==> src/rtl/lock_supervisor.sv <==
`default_nettype none
// ============================================================================
// Module   : lock_supervisor
// Purpose  : Sits between the board switches and the 11-state number-lock
//            FSM. Times the OPENING state and issues the TIMEROUT pulse that
//            ends it, counts consecutive failed entries (entries into BAD),
//            and after MAX_FAILS failures holds a timed lockout during which
//            the U/Z switches seen by the lock FSM are forced low.
// Ports    : Clk        - system clock
//            reset      - asynchronous, active-high reset
//            tick       - single-cycle slow-time enable pulse
//            U_in/Z_in  - synchronized board switches
//            opening    - lock FSM OPENING state flag
//            bad        - lock FSM BAD state flag
//            U_out/Z_out- switches forwarded to the lock FSM (gated in lockout)
//            TIMEROUT   - single-cycle pulse ending OPENING
//            locked_out - high for the whole lockout period
//            fail_count - consecutive failure count
//            timer      - remaining ticks in OPEN_T or LOCKOUT, 0 otherwise
// Revision : 1.0 - initial release
// ============================================================================
module lock_supervisor #(
  parameter int OPEN_TICKS    = 5,
  parameter int LOCKOUT_TICKS = 10,
  parameter int MAX_FAILS     = 3,
  parameter int CNT_W         = 8
) (
  input  logic             Clk,
  input  logic             reset,
  input  logic             tick,
  input  logic             U_in,
  input  logic             Z_in,
  input  logic             opening,
  input  logic             bad,
  output logic             U_out,
  output logic             Z_out,
  output logic             TIMEROUT,
  output logic             locked_out,
  output logic [3:0]       fail_count,
  output logic [CNT_W-1:0] timer
);

  localparam logic [CNT_W-1:0] c_open_ticks    = CNT_W'(OPEN_TICKS);
  localparam logic [CNT_W-1:0] c_lockout_ticks = CNT_W'(LOCKOUT_TICKS);
  localparam logic [CNT_W-1:0] c_timer_one     = CNT_W'(1);
  localparam logic [3:0]       c_max_fails     = 4'(MAX_FAILS);

  // One-hot state encoding
  typedef enum logic [3:0] {
    IDLE     = 4'b0001,
    OPEN_T   = 4'b0010,
    BAD_SEEN = 4'b0100,
    LOCKOUT  = 4'b1000
  } state_t;

  state_t           r_state;
  state_t           w_state_nxt;
  logic [CNT_W-1:0] r_timer;
  logic [CNT_W-1:0] w_timer_nxt;
  logic [3:0]       r_fail_count;
  logic [3:0]       w_fail_nxt;
  logic [3:0]       w_fail_inc;
  logic             r_bad_d;
  logic             w_bad_rise;
  logic             w_timerout;

  assign w_bad_rise = bad & ~r_bad_d;

  // Saturating increment: the count can never pass MAX_FAILS, so it never wraps.
  assign w_fail_inc = (r_fail_count >= c_max_fails) ? c_max_fails
                                                    : r_fail_count + 4'd1;

  // --------------------------------------------------------------------------
  // State register
  // --------------------------------------------------------------------------
  always_ff @(posedge Clk or posedge reset) begin
    if (reset) begin
      r_state      <= IDLE;
      r_timer      <= '0;
      r_fail_count <= '0;
      r_bad_d      <= 1'b0;
    end else begin
      r_state      <= w_state_nxt;
      r_timer      <= w_timer_nxt;
      r_fail_count <= w_fail_nxt;
      r_bad_d      <= bad;
    end
  end

  // --------------------------------------------------------------------------
  // Next-state and timer/counter logic
  // --------------------------------------------------------------------------
  always_comb begin
    w_state_nxt = r_state;
    w_timer_nxt = r_timer;
    w_fail_nxt  = r_fail_count;
    w_timerout  = 1'b0;

    unique case (r_state)
      IDLE: begin
        // opening takes priority: a simultaneous bad edge is ignored
        if (opening) begin
          w_state_nxt = OPEN_T;
          w_timer_nxt = c_open_ticks;
          w_fail_nxt  = '0;
        end else if (w_bad_rise) begin
          w_fail_nxt = w_fail_inc;
          if (w_fail_inc == c_max_fails) begin
            w_state_nxt = LOCKOUT;
            w_timer_nxt = c_lockout_ticks;
          end else begin
            w_state_nxt = BAD_SEEN;
          end
        end
      end

      OPEN_T: begin
        if (!opening) begin
          // lock left OPENING on its own: abandon timing, no pulse
          w_state_nxt = IDLE;
          w_timer_nxt = '0;
        end else if (tick) begin
          if (r_timer > c_timer_one) begin
            w_timer_nxt = r_timer - c_timer_one;
          end else begin
            // timer==1 fires the pulse; timer==0 is only a safe exit
            w_timerout  = (r_timer == c_timer_one);
            w_timer_nxt = '0;
            w_state_nxt = IDLE;
          end
        end
      end

      BAD_SEEN: begin
        // one count per BAD visit, however long bad stays high
        if (!bad) begin
          w_state_nxt = IDLE;
        end
      end

      LOCKOUT: begin
        if (tick) begin
          if (r_timer > c_timer_one) begin
            w_timer_nxt = r_timer - c_timer_one;
          end else begin
            w_timer_nxt = '0;
            w_fail_nxt  = '0;
            w_state_nxt = IDLE;
          end
        end
      end

      default: begin
        w_state_nxt = IDLE;
        w_timer_nxt = '0;
        w_fail_nxt  = '0;
      end
    endcase
  end

  // --------------------------------------------------------------------------
  // Outputs: switch gating is combinational so it adds no latency
  // --------------------------------------------------------------------------
  assign locked_out = (r_state == LOCKOUT);
  assign U_out      = U_in & ~locked_out;
  assign Z_out      = Z_in & ~locked_out;
  assign TIMEROUT   = w_timerout;
  assign fail_count = r_fail_count;
  assign timer      = r_timer;

endmodule
`default_nettype wire

==> config.mk <==
export PLATFORM = sky130hd
export DESIGN_NAME = lock_supervisor
export DESIGN_NICKNAME = d
export VERILOG_FILES = /design/src/rtl/lock_supervisor.sv
export SDC_FILE = /design/constraint.sdc
export NUM_CORES = 1
export LEC_CHECK = 0
export ABC_CLOCK_PERIOD_IN_PS = 5120
export BUFFER_PORTS_ARGS = -buffer_cell sky130_fd_sc_hd__buf_4
export CORE_MARGIN = 2
export CORE_UTILIZATION = 54
export CTS_CLUSTER_SIZE = 24
export DETAILED_ROUTE_END_ITERATION = 10
export PLACE_DENSITY = 0.79
export SLEW_MARGIN = 20
export SYNTH_ARGS = -nofsm -noshare
export SYNTH_HDL_FRONTEND = slang
export SYNTH_SLANG_ARGS = --single-unit
==> constraint.sdc <==
create_clock -name Clk -period 5.12 [get_ports Clk]
set_clock_uncertainty 0.1 [all_clocks]
set_input_delay 0.512 -clock Clk [delete_from_list [all_inputs] [get_ports Clk]]
set_output_delay 0.512 -clock Clk [all_outputs]
set_load 0.02 [all_outputs]
==> results of run 1 <==
## cell families after synthesis
group,Yosys count
AO/OA/AOI/OAI,38
XOR/XNOR,2
adder cells (fa/ha/maj),3
multiplexers,3
AND/OR/NAND/NOR,43
flip-flops,17
buffers and inverters,16
## routing by layer
layer  wire, um  track usage
met1       1018       0.2366
met4         34      0.08095
met3        120      0.04294
met5          0            0
met2       1248       0.4041
## worst max-delay path, cell delays in order, from the launching register on
cell and delay [ns]:
dfrtp_1 0.43, or4b_4 0.58, nor4b_4 0.41, nor2_2 0.20, a211oi_2 0.37, mux2_1 0.36
## layout make-up
| cell class | instances | area [um^2] |
|---|---|---|
| multi-input combinational | 89 | 601.8 |
| fill | 167 | 654.4 |
| tap | 27 | 33.78 |
| clock buffer | 4 | 26.28 |
| inverter | 9 | 33.78 |
| sequential | 17 | 426.7 |
| timing repair buffer | 22 | 165.2 |
## per-stage QoR
stage	util	total power (uW)	cells	setup WS [ns]	hold WS [ns]
final	0.6630	673.3	168	2.557	0.2026
after global routing	0.6630	724.3	168	2.439	0.2471
after CTS	0.6630	674.2	168	2.544	0.2241
after detailed placement	0.6495	601.4	164	2.411	0.4112
after global placement	0.6495	589.0	164	2.505	0.4041
after floorplan	-	493.5	122	2.700	0.3373
## cells in the final DEF (no fill, tap or decap), drive strengths merged, types with 3 or more instances in the layout
| cell type | instances |
|---|---|
| a21oi | 12 |
| a31oi | 4 |
| buf | 22 |
| clkbuf | 4 |
| dfrtp | 16 |
| ha | 3 |
| inv | 9 |
| nand2 | 5 |
| nor2 | 7 |
| nor2b | 5 |
| nor3 | 7 |
| nor4 | 3 |
| nor4b | 3 |
| o21ai | 7 |
## final timing paths
| path | to | slack, ns | cells past startpoint |
|---|---|---|---|
| max | fail_count[0] | 2.56 | 5 |
| min | fail_count[2] | 0.20 | 2 |
| max reg2reg | fail_count[0] | 2.56 | 5 |
| min reg2reg | fail_count[3] | 0.43 | 1 |
| max in group asynchronous | timer[6] | 4.30 | 2 |
| min in group Clk | r_bad_d | 0.24 | 1 |
## Yosys cell counts (2+ instances only)
cell type / number
nand2_1: 5
nor2b_1: 5
buf_2: 2
o21a_1: 2
dfrtp_1: 16
a21oi_1: 12
a31oi_1: 4
mux2_1: 2
nor3_1: 7
or3_1: 2
o21ai_0: 7
clkbuf_1: 3
nand2b_1: 2
nor4b_1: 2
and3_1: 2
a21o_1: 2
nor4_1: 3
inv_1: 9
nor2_1: 6
ha_1: 3
xnor2_1: 2
and2b_1: 2
## sequential cells by signal (all words and copies together), names as in the netlist
signal      flops
r_state         4
fail_count      4
r_bad_d         1
timer           8
## power by group through the flow
| stage | Sequential, uW | Clock (uW) | Combinational [uW] |
|---|---|---|---|
| finish | 243 | 73.2 | 357 |
| global route | 253 | 79.5 | 392 |
| CTS | 242 | 74.7 | 358 |
| detailed placement | 245 | 0 | 357 |
| global placement | 243 | 0 | 346 |
| floorplan | 244 | 0 | 249 |
==> results.md, run 1 <==
* Diode count at 0
* Io pins at 23
* Peak supply drop at 0.3883 mV
* DR WL/cell at 14.42 um
* Starting Density at 0.5638
* Die width at 49.03 um
* Worst setup EP type: flip-flop
* Post-synth top area share at 0.3657
* DR vias/cell at 5.946
* Max Cap Violations at 0
* Routed WL at 2.422 mm
* Net Switching at 309.6 uW
* Pin count of the biggest net entering global routing at 18
* Die ar. at 2403 um^2
* Minimum clock period at 2.563 ns
* Die Y at 49.03 um
* Drt pass-1 iters at 4
* Final setup vio count at 0
* Slew of the pin with the lowest slew margin at 0.7345 ns
* Clock group share of total power at 0.109
* Post-DRT Antenna Nets at 0
* TNS Setup at 0 ns
* Cell area power density at 523.0 nW/um^2
* Compound-Gate Fraction of Synth Area at 0.2229
* Combinational fraction of design power at 0.531
* Vias in the first global route at 996
* Worst skew pair latency at 0.29 ns
* Crit path from: timer[2]
* Hold WC Path Type: input pin to asynchronous set/reset pin
* Share of cells above drive strength 1 at 0.2128
* CP Launch Type: flip-flop
* Area growth syn-to-layout at 17.60%
* Switching Share at 0.4598
* Flops & latches, synth at 17
* Slew margin rel. at 0.5035
* RSZ-0062 raised after global routing: no
* Total GRT Usage at 0.2153
* Clock Sinks at 17
* Detailed placer's ending HPWL at 1.818 mm
* Maximum clock insertion buffer count at 2
* Post-route cell area at 1287 um^2
* H-tree depth at 1
* Final Cycle Share at 0.5007
* Status: finished clean
* Largest cells by area after synthesis: dfrtp_1 (37%), a21oi_1 (5.5%), ha_1 (3.4%), nor3_1 (3.2%), o21ai_0 (3.2%)
* Remaining Overflow, GRT at 0
* Cell type with the largest total area after synthesis: dfrtp_1
* Post-synthesis sequential area ratio at 0.3897
* F_max at 390.1 MHz
* # resized after CTS at 0
* Post-CTS Hold Buffers at 0
* Final hold vios at 0
* Synth Area per Inst at 8.974 um^2
* Largest family of logic cells by synthesized area: simple AND/OR/NAND/NOR gates
* Post-synthesis xor/xnor area fraction at 0.01600
* GPL Wtd Cong at 0.8413
* Post-synth design cell area at 1095 um^2
* Pleak at 0.0006078 uW
* Detailed-route DRC error count at 0
* Adder-Cell Fraction of Synth Area at 0.03429
* Mapped Nets at 132
* Starting DRC count in detailed routing at 32
* Max Slew Vio Count at 0
* Initial antenna violation count at 0
* Mapped Cells at 122
* CORE AREA at 1942 um^2
* Count of flip-flops with a built-in enable after synthesis at 0
* First-pass GRT wire length at 4.064 mm
* Int Pwr at 363.8 uW
* Clock transition at the registers of the reported paths at 0.10 ns
* RR Startpoint: timer[2]
* Vias at 999
* CP required at 5.20 ns
* Postcts setup bufs at 0
* Sequential fraction of design power at 0.361
* Crit Path Max Fanout at 12
* Ys async rst share at 1.000
* CTS root buf: clkbuf_4
* WP data arrival at 2.64 ns
* YS warnings at 0
* Port Buf Inserts at 22
* CP Class: flip-flop to flip-flop
* Placement Cell Area at 1261 um^2
* Synth Flop Type: dfrtp_1
* Final #Nets at 152
* Clock buffer count from CTS at 3
* Simple-gate share of the synthesized area at 0.2469
* CTS tree: yes
* Synth unique cells at 44
* Row count at 16
* Mux share of post-synthesis cell area at 0.02971
Note: power is estimated with default switching activity, not from simulation.
==> run 2: changes to the inputs <==
ABC_CLOCK_PERIOD_IN_PS = 2600   (was 5120)
CORE_UTILIZATION = 53   (was 54)
PLACE_DENSITY = 0.78   (was 0.79)
clock period = 2.6 ns   (was 5.12 ns; I/O delays follow)
==> run 2 against run 1 <==
Maximum frequency up 7.0%. Register-to-register slack got worse by 2.4 ns. Global-route usage rose by 0.28 points. First-iteration DRC count down 13%. Routed wire length grew 1.7%. Sequential power rose by 96%. Critical path type unchanged.
==> results.md, run 2 (same netlist as run 1, synthesis figures left out) <==
* Most common cell after layout, fill and taps aside: buf_4
* Post-DRT Antenna Nets at 0
* Combinational fraction of design power at 0.539
* Area growth syn-to-layout at 21.83%
* Slowest CP cell: or4b_4
* Sequential fraction of design power at 0.351
* Remaining Overflow, GRT at 0
* Diode count at 0
* Max Slew Vio Count at 0
* RSZ-0062 raised after global routing: no
* Hold WC Path Type: input pin to flip-flop
* First-pass GRT wire length at 4.126 mm
* Postcts setup bufs at 0
* Met3 wire length at 158 um
* CORE AREA at 1962 um^2
* Starting Density at 0.5580
* F_max at 417.5 MHz
* TNS Setup at 0 ns
* Crit Path Max Fanout at 5
* # resized after CTS at 0
* Worst setup EP type: flip-flop
* Place WS at 0.2305 ns
* CP Launch Type: flip-flop
* Post-CTS Hold Buffers at 2
* Met2 wire length at 1.270 mm
* Clock Sinks at 17
* Initial antenna violation count at 0
* GPL Wtd Cong at 0.8205
* WL met1 at 1.019 mm
* Routed WL at 2.463 mm
* Share of cells above drive strength 1 at 0.2329
* Crit-path max cell delay at 0.59 ns
* Clock group share of total power at 0.110
* Row count at 16
* DR top layer: met4
* Final worst slack at 0.2050 ns
* CTS tree: yes
* Pleak at 0.0006306 uW
* CP Class: flip-flop to flip-flop
* Placement Cell Area at 1284 um^2
* Port Buf Inserts at 22
* R2r setup slk at 0.21 ns
* Detailed placer's ending HPWL at 1.802 mm
* Max FFs per register at 8
* Peak supply drop at 0.5770 mV
* Worst R2R Path Depth at 5
* Pin count of the biggest net entering global routing at 18
* Final setup vio count at 0
* CTS root buf: clkbuf_4
* DR WL/cell at 14.24 um
* Switching Share at 0.4575
* Cell area power density at 1020 nW/um^2
* Final #Nets at 157
* DR vias/cell at 6.069
* Vias in the first global route at 964
* Die width at 49.45 um
* Crit path depth at 5
* H-tree depth at 1
* Delay-heaviest family, CP: simple AND/OR/NAND/NOR gates
* Final Total Pwr at 1360 uW
* Hold depth at 3
* CP cell instances: or4b_4 -> nor4b_4 -> nor2_2 -> a211oi_2 -> mux2_1
* Max Cap Violations at 0
* Vias at 1050
* Slew margin rel. at 0.5547
* Post-Route Utilization at 0.6798
* Clock transition at the registers of the reported paths at 0.11 ns
* Fillers at 176
* Post-route cell area at 1334 um^2
* Commonest cells after routing, fill and taps aside: buf_4 (25), dfrtp_1 (16), a21oi_1 (12), inv_1 (9)
* Net Switching at 622.3 uW
* Final hold vios at 0
* Io pins at 23
* Minimum clock period at 2.395 ns
* Final Cycle Share at 0.9211
* Total GRT Usage at 0.2180
* Die ar. at 2445 um^2
* Int Pwr at 737.9 uW
* WP data arrival at 2.49 ns
* Maximum clock insertion buffer count at 2
* Buf/Inv on CP at 0
* Starting DRC count in detailed routing at 28
* Detailed-route DRC error count at 0
* Drt pass-1 iters at 4
* Status: finished clean
* Worst skew pair latency at 0.30 ns
* CP required at 2.69 ns
* Slew of the pin with the lowest slew margin at 0.6587 ns
* Die Y at 49.45 um
* Clock buffer count from CTS at 3
==> run 2: changes by cell type in the layout (fill, tap and decap cells not counted) <==
| cell | before | now |
|---|---|---|
| clkbuf_1 | 1 | 0 |
| clkinvlp_4 | 0 | 1 |
| buf_4 | 22 | 25 |
| dlygate4sd3_1 | 0 | 2 |
==> run 2: worst reg2reg max path, stage by stage (launching register included) <==
cell	delay, ns
dfrtp_1	0.44
or4b_4	0.59
nor4b_4	0.31
nor2_2	0.09
a211oi_2	0.39
mux2_1	0.37
==> run 2: stage by stage <==
stage,instances,hold WS (ns)
after floorplan,122,0.08534
after global placement,167,0.2785
after detailed placement,167,0.2942
after CTS,173,0.1456
after global routing,173,0.1973
final,173,0.1600
==> run 2: power by group through the flow <==
| stage | Combinational [uW] | Clock, uW | Sequential, uW |
|---|---|---|---|
| after detailed placement | 726 | 0 | 478 |
| after CTS | 733 | 157 | 472 |
| final | 733 | 150 | 477 |
| after floorplan | 491 | 0 | 481 |
| after global routing | 805 | 164 | 486 |
| after global placement | 708 | 0 | 470 |
==> run 2: worst paths after layout <==
kind,start,endpoint
worst max register to register,timer[2],fail_count[1]
min in group asynchronous,reset,timer[3]
worst min register to register,fail_count[2],fail_count[2]
worst max-delay path,timer[2],fail_count[1]
worst min-delay path,opening,timer[2]
max in group asynchronous,reset,timer[6]
==> run 2: routing by layer <==
metal / up-vias / track usage
met5: - / 0
met4: 0 / 0.04630
met3: 2 / 0.05758
met2: 36 / 0.3829
met1: 518 / 0.2692
li1: 494 / -
==> run 2: cell type report <==
| type | instances | area [um^2] | share of cell area |
|---|---|---|---|
| Inverter | 9 | 33.78 | 0.02533 |
| Clock inverter | 1 | 7.507 | 0.005629 |
| Clock buffer | 3 | 22.52 | 0.01689 |
| Timing Repair Buffer | 27 | 207.7 | 0.1557 |
| Multi-Input combinational cell | 89 | 601.8 | 0.4512 |
| Tap cell | 27 | 33.78 | 0.02533 |
| Sequential cell | 17 | 426.7 | 0.3199 |
==> run 3: changes to the inputs <==
ABC_AREA = 1   (was unset)
PLACE_DENSITY = 0.77   (was 0.78)
==> run 3 against run 2 <==
Sequential power fell by 13%. Clock-buffer cell count did not move. Synthesized cell count rose by 30%. Total power fell by 0.69%. Critical path depth did not move. Area after synthesis rose by 4.3%. Clock power barely moved. Worst setup slack improved by 0.48 ns. Non-clock buffer count fell by 3. Critical endpoint is now TIMEROUT. Largest power group unchanged. Highest routed layer unchanged.
==> results.md, run 3 <==
* WP data arrival at 1.56 ns
* Ys async rst share at 1.000
* Cell area power density at 972.6 nW/um^2
* First-pass GRT wire length at 4.305 mm
* Largest cells by area after synthesis: dfrtp_1 (35%), nand2_1 (13%), inv_1 (7.2%), nand3_1 (6.6%), nor2_1 (4.9%)
* Worst setup EP type: output pin
* Cell type with the largest total area after synthesis: dfrtp_1
* Post-synth top area share at 0.3505
* Routed WL at 2.466 mm
* Post-synthesis sequential area ratio at 0.3735
* Peak supply drop at 0.6491 mV
* Mapped Cells at 158
* Count of flip-flops with a built-in enable after synthesis at 0
* Delay-heaviest family, CP: flip-flops
* Vias in the first global route at 1002
* Flops & latches, synth at 17
* Placement Cell Area at 1341 um^2
* H-tree depth at 1
* Final #Nets at 197
* Post-Route Utilization at 0.6938
* GPL Wtd Cong at 0.9638
* Port Buf Inserts at 22
* Synth cell count leaders: nand2_1 (41), inv_1 (22), dfrtp_1 (16), nand3_1 (15), nor2_1 (15)
* Area growth syn-to-layout at 21.58%
* Post-synth design cell area at 1142 um^2
* Postcts setup bufs at 0
* F_max at 521.6 MHz
* Detailed-route DRC error count at 0
* RSZ-0062 raised after global routing: no
* Pleak at 0.0007750 uW
* Drt pass-1 iters at 4
* DR WL/cell at 11.58 um
* Status: finished clean
* Detailed placer's ending HPWL at 1.941 mm
* Post-CTS Hold Buffers at 2
* Die Y at 50.43 um
* Io pins at 23
* CP required at 2.24 ns
* Initial antenna violation count at 0
* Clock buffer count from CTS at 3
* Worst hold margin at 0.1648 ns
* Placed cell count at 207
* Minimum clock period at 1.917 ns
* DR vias/cell at 5.221
* Commonest cells after routing, fill and taps aside: nand2_1 (41), inv_1 (22), buf_4 (22), dfrtp_1 (16)
* Remaining Overflow, GRT at 0
* CP cell instances: inv_1 -> ha_1 -> nand2_1 -> nor4_1 -> buf_4
* Mapped Nets at 168
* Post-DRT Antenna Nets at 0
* Total GRT Usage at 0.2241
* Vias at 1112
* Clock transition at the registers of the reported paths at 0.11 ns
* Post-route cell area at 1389 um^2
* Most common cell in the netlist: nand2_1
* Slew of the pin with the lowest slew margin at 0.6612 ns
* Synth Area per Inst at 7.230 um^2
* CP Class: flip-flop to output pin
* CTS root buf: clkbuf_4
* Maximum clock insertion buffer count at 2
* Synth unique cells at 26
* Crit-path max cell delay at 0.45 ns
* CORE AREA at 2002 um^2
* Die ar. at 2543 um^2
* Hold WC Path Type: input pin to flip-flop
* Worst skew pair latency at 0.31 ns
* Max Cap Violations at 0
* Share of cells above drive strength 1 at 0.2742
* Slowest CP cell: dfrtp_1
* Starting Density at 0.5706
* Clock Sinks at 17
* Final Cycle Share at 0.7374
* Synth Flop Type: dfrtp_1
* YS warnings at 0
* Row count at 16
* Die width at 50.43 um
* Pin count of the biggest net entering global routing at 18
* Most common cell after layout, fill and taps aside: nand2_1
* Slew margin rel. at 0.5587
* Final setup vio count at 0
* CTS tree: yes
* TNS Setup at 0 ns
* Diode count at 0
* Max Slew Vio Count at 0
* Max FFs per register at 8
* Non-Filler Instances at 213
* Buf/Inv on CP at 2
* Crit Path Max Fanout at 5
* Starting DRC count in detailed routing at 48
* # resized after CTS at 0
* CP Launch Type: flip-flop
* Final hold vios at 0
## run 3: cell types whose count changed in the layout (fill, tap and decap cells not counted), sizes merged, moves of 5 or more
cell   before  now
nor2        7   19
nand3       1   16
nor3        7    0
inv         9   26
nand2       5   52
a21oi      12    6
nor2b       5    0
## run 3: layout make-up
type,count,area [um^2]
well taps,27,33.78
multi-input cells,114,609.3
clock inverters,1,5.005
inverters,27,106.4
repair buffers,24,185.2
fillers,169,613.1
flip-flops and latches,17,426.7
clock buffers,3,22.52
## run 3: stage by stage
stage,setup WS [ns],power (uW)
after global placement,1.065,1178
after global routing,0.5871,1469
after CTS,0.6874,1353
final,0.6827,1351
after detailed placement,1.052,1197
after floorplan,0.7643,999.7
## run 3: worst min-delay path: cells and delay by family
family / cells / cell delay (ns)
and+or+nand+nor: 2 / 0.10
AOI/OAI and AO/OA: 1 / 0.05
buffers and inverters: 1 / 0.12
## run 3: metal layers
| layer | share of wire | track usage | routed length, um |
|---|---|---|---|
| met1 | 0.45 | 0.2977 | 1102 |
| met5 | 0 | 0 | 0 |
| met3 | 0.067 | 0.05655 | 166 |
| met4 | 0.026 | 0.1216 | 63 |
| met2 | 0.46 | 0.3333 | 1134 |
## run 3: path summary, 6_finish.rpt
path                       slack [ns]     startpoint       endpoint  cells past startpoint
max                              0.68       timer[1]       TIMEROUT                      5
min reg2reg                      0.44  fail_count[1]  fail_count[1]                      2
max reg2reg                      1.02       timer[0]       timer[6]                      9
min                              0.16        opening     r_state[3]                      4
min in group asynchronous        0.49          reset       timer[5]                      3
max in group asynchronous        1.47          reset        r_bad_d                      3
## run 3: power breakdown
group          leakage [uW]  internal (uW)  switching (uW)
Clock             0.0000177           57.6            93.1
Sequential         0.000225            336            76.8
Combinational      0.000532            276             511
## run 3: kinds of logic after synthesis
| group | share of synthesized area |
|---|---|
| compound gates | 0.09200 |
| fa+ha+maj | 0.03286 |
| simple gates | 0.3855 |
| xor+xnor | 0.02301 |
| buf+inv | 0.09310 |
| flops | 0.3735 |
